==> config.mk <==
export PLATFORM = sky130hd
export DESIGN_NAME = ffo32s_gen
export DESIGN_NICKNAME = d
export VERILOG_FILES = /design/src/rtl/ffo32s_pkg.sv /design/src/rtl/ffo32s_genbit.sv /design/src/rtl/ffo32s_gen.sv
export SDC_FILE = /design/constraint.sdc
export NUM_CORES = 1
export LEC_CHECK = 0
export CORE_ASPECT_RATIO = 1.5
export CORE_MARGIN = 1
export CORE_UTILIZATION = 55
export CTS_BUF_LIST = sky130_fd_sc_hd__clkbuf_2 sky130_fd_sc_hd__clkbuf_4 sky130_fd_sc_hd__clkbuf_8
export DETAILED_ROUTE_END_ITERATION = 7
export HOLD_SLACK_MARGIN = 0.05
export PLACE_DENSITY = 0.9
export SETUP_SLACK_MARGIN = 0.1
export SYNTH_ARGS = -nofsm -noshare
export SYNTH_HDL_FRONTEND = slang
export SYNTH_SLANG_ARGS = --single-unit
==> constraint.sdc <==
create_clock -name clock -period 5.1 [get_ports clock]
set_input_delay 1.53 -clock clock [delete_from_list [all_inputs] [get_ports clock]]
set_output_delay 1.53 -clock clock [all_outputs]
set_load 0.01 [all_outputs]
==> src/rtl/ffo32s_pkg.sv <==
// Shared definitions for the sequential 32-bit find-first-one scanner/generator pair.
// Bit ordering is [0:31]: index 0 is the first bit the scanner examines.
package ffo32s_pkg;

    localparam int WIDTH = 32;
    localparam int POS_W = 5;

    typedef enum logic {
        IDLE = 1'b0,
        GEN  = 1'b1
    } ffo_state_t;

endpackage

==> src/rtl/ffo32s_genbit.sv <==
// Inserted-bit select for the first-one generator: zeros before p, a one at p, then tail or zeros.
// The tail input exists only when FFO32S_GEN_TAIL_EN is defined.
module ffo32s_genbit
    import ffo32s_pkg::*;
(
    input  logic             v,
    input  logic [0:POS_W-1] p,
`ifdef FFO32S_GEN_TAIL_EN
    input  logic [0:WIDTH-1] tail,
`endif
    input  logic [POS_W-1:0] count,
    output logic             bit_in
);

    always_comb begin
        bit_in = 1'b0;
        if (v) begin
            if (count == p) begin
                bit_in = 1'b1;
            end
`ifdef FFO32S_GEN_TAIL_EN
            else if (count > p) begin
                bit_in = tail[count];
            end
`endif
        end
    end

endmodule

==> src/rtl/ffo32s_gen.sv <==
// Sequential first-one vector generator: builds b[0:31] one bit per clock from a (v, p) pair.
// Optional FFO32S_GEN_TAIL_EN adds a tail port that fills the bits after p.
module ffo32s_gen #(
    parameter int WIDTH = 32,
    parameter int POS_W = 5
) (
    input  logic             clock,
    input  logic             reset,
    input  logic             start,
    input  logic             v,
    input  logic [0:POS_W-1] p,
`ifdef FFO32S_GEN_TAIL_EN
    input  logic [0:WIDTH-1] tail,
`endif
    output logic [0:WIDTH-1] b,
    output logic             ready,
    output logic             done
);
    import ffo32s_pkg::*;

    ffo_state_t       state, state_nxt;
    logic [POS_W-1:0] count, count_nxt;
    logic [0:WIDTH-1] sr, sr_nxt;
    logic             done_q, done_nxt;
    logic             v_q, v_nxt;
    logic [0:POS_W-1] p_q, p_nxt;
    logic             ins_bit;
`ifdef FFO32S_GEN_TAIL_EN
    logic [0:WIDTH-1] tail_q, tail_nxt;
`endif

    ffo32s_genbit u_genbit (
        .v      (v_q),
        .p      (p_q),
`ifdef FFO32S_GEN_TAIL_EN
        .tail   (tail_q),
`endif
        .count  (count),
        .bit_in (ins_bit)
    );

    always_ff @(posedge clock or negedge reset) begin
        if (!reset) begin
            state  <= IDLE;
            count  <= '0;
            sr     <= '0;
            done_q <= 1'b0;
            v_q    <= 1'b0;
            p_q    <= '0;
`ifdef FFO32S_GEN_TAIL_EN
            tail_q <= '0;
`endif
        end else begin
            state  <= state_nxt;
            count  <= count_nxt;
            sr     <= sr_nxt;
            done_q <= done_nxt;
            v_q    <= v_nxt;
            p_q    <= p_nxt;
`ifdef FFO32S_GEN_TAIL_EN
            tail_q <= tail_nxt;
`endif
        end
    end

    always_comb begin
        state_nxt = state;
        count_nxt = count;
        sr_nxt    = sr;
        done_nxt  = 1'b0;
        v_nxt     = v_q;
        p_nxt     = p_q;
`ifdef FFO32S_GEN_TAIL_EN
        tail_nxt  = tail_q;
`endif
        ready     = 1'b0;
        case (state)
            IDLE: begin
                ready = 1'b1;
                if (start) begin
                    v_nxt     = v;
                    p_nxt     = p;
`ifdef FFO32S_GEN_TAIL_EN
                    tail_nxt  = tail;
`endif
                    count_nxt = '0;
                    state_nxt = GEN;
                end
            end
            GEN: begin
                // New bit enters at the b[31] end; the bit from count i settles at b[i].
                sr_nxt = {sr[1:WIDTH-1], ins_bit};
                if (count == POS_W'(WIDTH - 1)) begin
                    done_nxt  = 1'b1;
                    state_nxt = IDLE;
                end else begin
                    count_nxt = count + POS_W'(1);
                end
            end
            default: state_nxt = IDLE;
        endcase
    end

    assign b    = sr;
    assign done = done_q;

endmodule
* After elaboration in Yosys (flattened, before gate mapping)
Cells that the tools add are included.
** Word-level totals
- Bits in registers :: 45
- Input bits :: 9
- Word-level logic and storage cells :: 25
** Cells by class
- Add/sub/neg operators :: 1
- Equality and inequality tests :: 4
- Mux-type cells :: 11
- Bitwise operators :: 1
- Reductions and logical operators :: 2
** Operators with widths (number)
- $mux 5 :: 2
- $pmux 5 s2 :: 1
- $mux 1 :: 7
- $add 5x1->5 const B :: 1
- $eq 5x5->1 :: 1
- $eq 5x5->1 const B :: 1
- $ne 2x2->1 const B :: 2
- $reduce_and 2->1 :: 2
- $pmux 1 s2 :: 1
- $not 1->1 :: 1

* Logic depth before layout (Yosys ltp)
- Word-level depth :: 3
- Depth in mapped cells :: 7

* Modules after synthesis
A second synthesis with hierarchy kept.
** Second synthesis, totals
- Cell total of the unflattened synthesis :: 122
- Area total of the unflattened synthesis :: 1871.8 um^2
** By module, submodules not included
- ffo32s_gen :: instances 1, cells an instance 115, area each 1815.5 um^2, seq. area each 1126.1 um^2
- ffo32s_genbit :: instances 1, cells an instance 7, area each 56.3 um^2, seq. area each 0.0 um^2

* Worst setup path before layout
OpenSTA, ideal clock, no wires.
- Path type :: register -> output
- Start point :: register state
- End point :: output port ready
- Arrival time :: 714 ps
- Slack :: 2856 ps
- Stages on the path, launching flop included :: 4
- Buffers on the path :: 2
- Path through :: dfrtp_1 -> buf_6 -> inv_1 -> buf_2
** On the way
- Word-level cells in the longest chain between the ends :: 1
** RTL lines
- from (decl) :: RTL line ffo32s_gen.sv:21 : ffo_state_t state, state_nxt;
- from (signal assigned) :: RTL line ffo32s_gen.sv:54 : state <= state_nxt;
- $mux 1 :: RTL line ffo32s_gen.sv:77 : case (state)
- to (decl) :: RTL line ffo32s_gen.sv:16 : output logic ready,
No other way between the ends.

* Worst setup path after layout
Ends and elaborated chain as after synthesis.

==> flow_metrics.env <==
export IMPL_status="finished, final reports clean"
export IMPL_holdWs_ns=0.516
export IMPL_wl_mm=3.26
export IMPL_min_path_type="register to register"
export IMPL_placed_cell_area_um2=2280
export IMPL_io_buffers=42
export IMPL_fin_area_um2=2370
export IMPL_postCtsSetupBuffers=0
export IMPL_clk_latency_ns=0.30
export IMPL_hold_path_depth=1
export IMPL_track_usage_pct=20.3
export IMPL_p_leak_nw=1.12
export IMPL_dp_slack_ns=1.97
export IMPL_yosysUniqueCellTypes=22
export IMPL_die_height_um=73.1
export IMPL_grt_pass1_wl_mm=5.29
export IMPL_synth_compound_area_share_pct=5.33
export IMPL_ant_nets=0
export IMPL_utilization_pct=74.2
export IMPL_rsz0062_at_grt="no"
export IMPL_yosysTopAreaCell="dfrtp_1"
export IMPL_drive_gt1_share_pct=24.1
export IMPL_floorplan_core_area_um2=3190
export IMPL_hold_viol=0
export IMPL_critPathArrivalTime_ns=1.54
export IMPL_path_clk_slew_ns=0.08
export IMPL_synth_top_family_by_area="multiplexers"
export IMPL_path_max_fanout=11
export IMPL_diodes=0
export IMPL_final_setup_viol_count=0
export IMPL_fmaxAchievable_mhz=326
export IMPL_synth_xor_area_share_pct=2.36
export IMPL_max_clock_path_buffers=2
export IMPL_crit_path_end_kind="primary output"
export IMPL_p_per_area_nw_per_um2=600
export IMPL_irDropWorstVdd_uv=399
export IMPL_cts_tree="built"
export IMPL_multi_input_area_um2=656
export IMPL_p_total_mw=1.42
export IMPL_initial_core_util_pct=58.1
export IMPL_rr_worst_depth=6
export IMPL_synth_area_um2=1850
export IMPL_drt_first_pass_iters=5
export IMPL_grt_max_degree=46
export IMPL_synthAdderAreaFrac_pct=1.35
export IMPL_clock_skew_ns=0.00716
export IMPL_drc=0
export IMPL_layoutNonFillerInstCount=214
export IMPL_crit_type="register to primary output"
export IMPL_avgSynthCellArea_um2=14.1
export IMPL_synth_seq_cells=45
export IMPL_routed_via_density=5.46
export IMPL_postCtsHoldBufs=0
export IMPL_synthCells=131
export IMPL_yosysMostFrequentCell="dfrtp_1"
export IMPL_fin_crit_sh_pct=60.2
export IMPL_nFillCells=241
export IMPL_synthSimpleGateAreaFrac_pct=4.59
export IMPL_crit_required_ns=3.57
export IMPL_finalWorstSetupSlack_ns=2.03
export IMPL_num_vias=1168
export IMPL_slew_headroom_pct=35.6
export IMPL_synth_nets=142
export IMPL_numPlacedInstances=207
export IMPL_layout_nets=185
export IMPL_rows=25
export IMPL_ys_flop_type="dfrtp_1"
export IMPL_pin_count=43
export IMPL_seq_area_um2=1130
export IMPL_cap_violations=0
export IMPL_synth_top_area_share_pct=60.8
export IMPL_netlist_top_cells_count="45 x dfrtp_1, 32 x mux2_2, 9 x nand2_1"
export IMPL_synth_edff_count=0
export IMPL_period_minus_slack_ns=3.07
export IMPL_drt_initial_drc_count=31
export IMPL_gp_congestion=0.741
export IMPL_die_x_um=49.4
export IMPL_gr_total_overflow=0
export IMPL_wl_per_cell_um=15.2
export IMPL_numCtsBuffers=5
export IMPL_syn_to_final_growth_pct=27.8
export IMPL_drv_slew=0
export IMPL_yosys_top_cells_area="dfrtp_1 61%, mux2_2 19%, xor2_1 1.9%"
export IMPL_tns_ns=0
export IMPL_seq_area_frac_synth_pct=60.8
export IMPL_hpwl_mm=2.27
export IMPL_synthArstFlopShare_pct=100
export IMPL_cts_sinks=45
export IMPL_grt_pass1_vias=1178
export IMPL_worstSetupStartpointType="register"
export IMPL_yosys_warnings=0
export IMPL_root_buffer="clkbuf_8"
export IMPL_synthMuxAreaShare_pct=21.7
export IMPL_ctsHtreeMaxLevel=2
export IMPL_dieArea_um2=3610
export IMPL_worst_pin_slew_ns=0.966
export IMPL_antenna_found_initial=0
export IMPL_cts_resized=0
[state kept, by name, indices dropped and copies added, names as in the netlist]
signal	flops
b	32
count	5
p_q	5
done	1
state	1
v_q	1
[report_power, final]
part	internal (mW)	leakage (nW)	total, mW	switching, mW
clock network	0.113	0.0477	0.220	0.108
registers	0.496	0.601	0.613	0.117
logic	0.343	0.466	0.588	0.245
[layout by cell type, fill, tap and decap left out]
cell	n
a21o_1	1
a222oi_1	1
xnor2_1	1
buf_4	1
and3_1	1
clkbuf_4	1
clkbuf_8	6
buf_2	1
clkdlybuf4s50_1	41
ha_1	2
nor2_1	3
mux2_2	32
inv_1	6
nand2_1	9
o22ai_1	3
a2111oi_4	1
xor2_1	4
nand4b_1	1
mux2i_1	2
a32o_1	1
mux2_1	2
o21ai_0	5
dfrtp_1	45
nor2b_1	4
[final timing paths]
check | startpoint | end | slack (ns)
worst max-delay path | state$_DFF_PN0_ | ready | 2.03
worst min-delay path | v_q$_DFFE_PN0P_ | v_q$_DFFE_PN0P_ | 0.52
worst max register to register | count[0]$_DFFE_PN0P_ | count[3]$_DFFE_PN0P_ | 3.33
worst min register to register | v_q$_DFFE_PN0P_ | v_q$_DFFE_PN0P_ | 0.52
max in group asynchronous | reset | b[0]$_DFFE_PN0P_ | 3.12
min in group asynchronous | reset | b[31]$_DFFE_PN0P_ | 1.39
[final cells by class]
type	instances	area share [%]
Inverter	6	0.951
Clock buffer	7	3.81
Sequential cell	45	47.6
Tap cell	40	2.11
Timing Repair Buffer	43	17.9
Multi-Input combinational cell	73	27.7
[kinds of logic (layout without fill, tap and decap cells)]
| group | Yosys count | in the layout |
|---|---|---|
| XOR/XNOR | 5 | 5 |
| AO/OA/AOI/OAI | 12 | 12 |
| adder cells (fa/ha/maj) | 2 | 2 |
| flip-flops | 45 | 45 |
| buffers and inverters | 13 | 56 |
| multiplexers | 36 | 36 |
| AND/OR/NAND/NOR | 18 | 18 |
[worst max-delay path: stages (launching register included)]
cell,delay (ns)
dfrtp_1,0.39
inv_1,0.25
clkdlybuf4s50_1,0.60
[metal layers]
metal / wire, um / GRT usage (%) / up-vias
met3: 190 / 6.46 / 5
met5: 0 / 0 / -
li1: - / - / 537
met2: 1710 / 35.0 / 54
met1: 1300 / 22.6 / 572
met4: 57 / 9.52 / 0
Note: power is estimated with default switching activity, not from simulation.
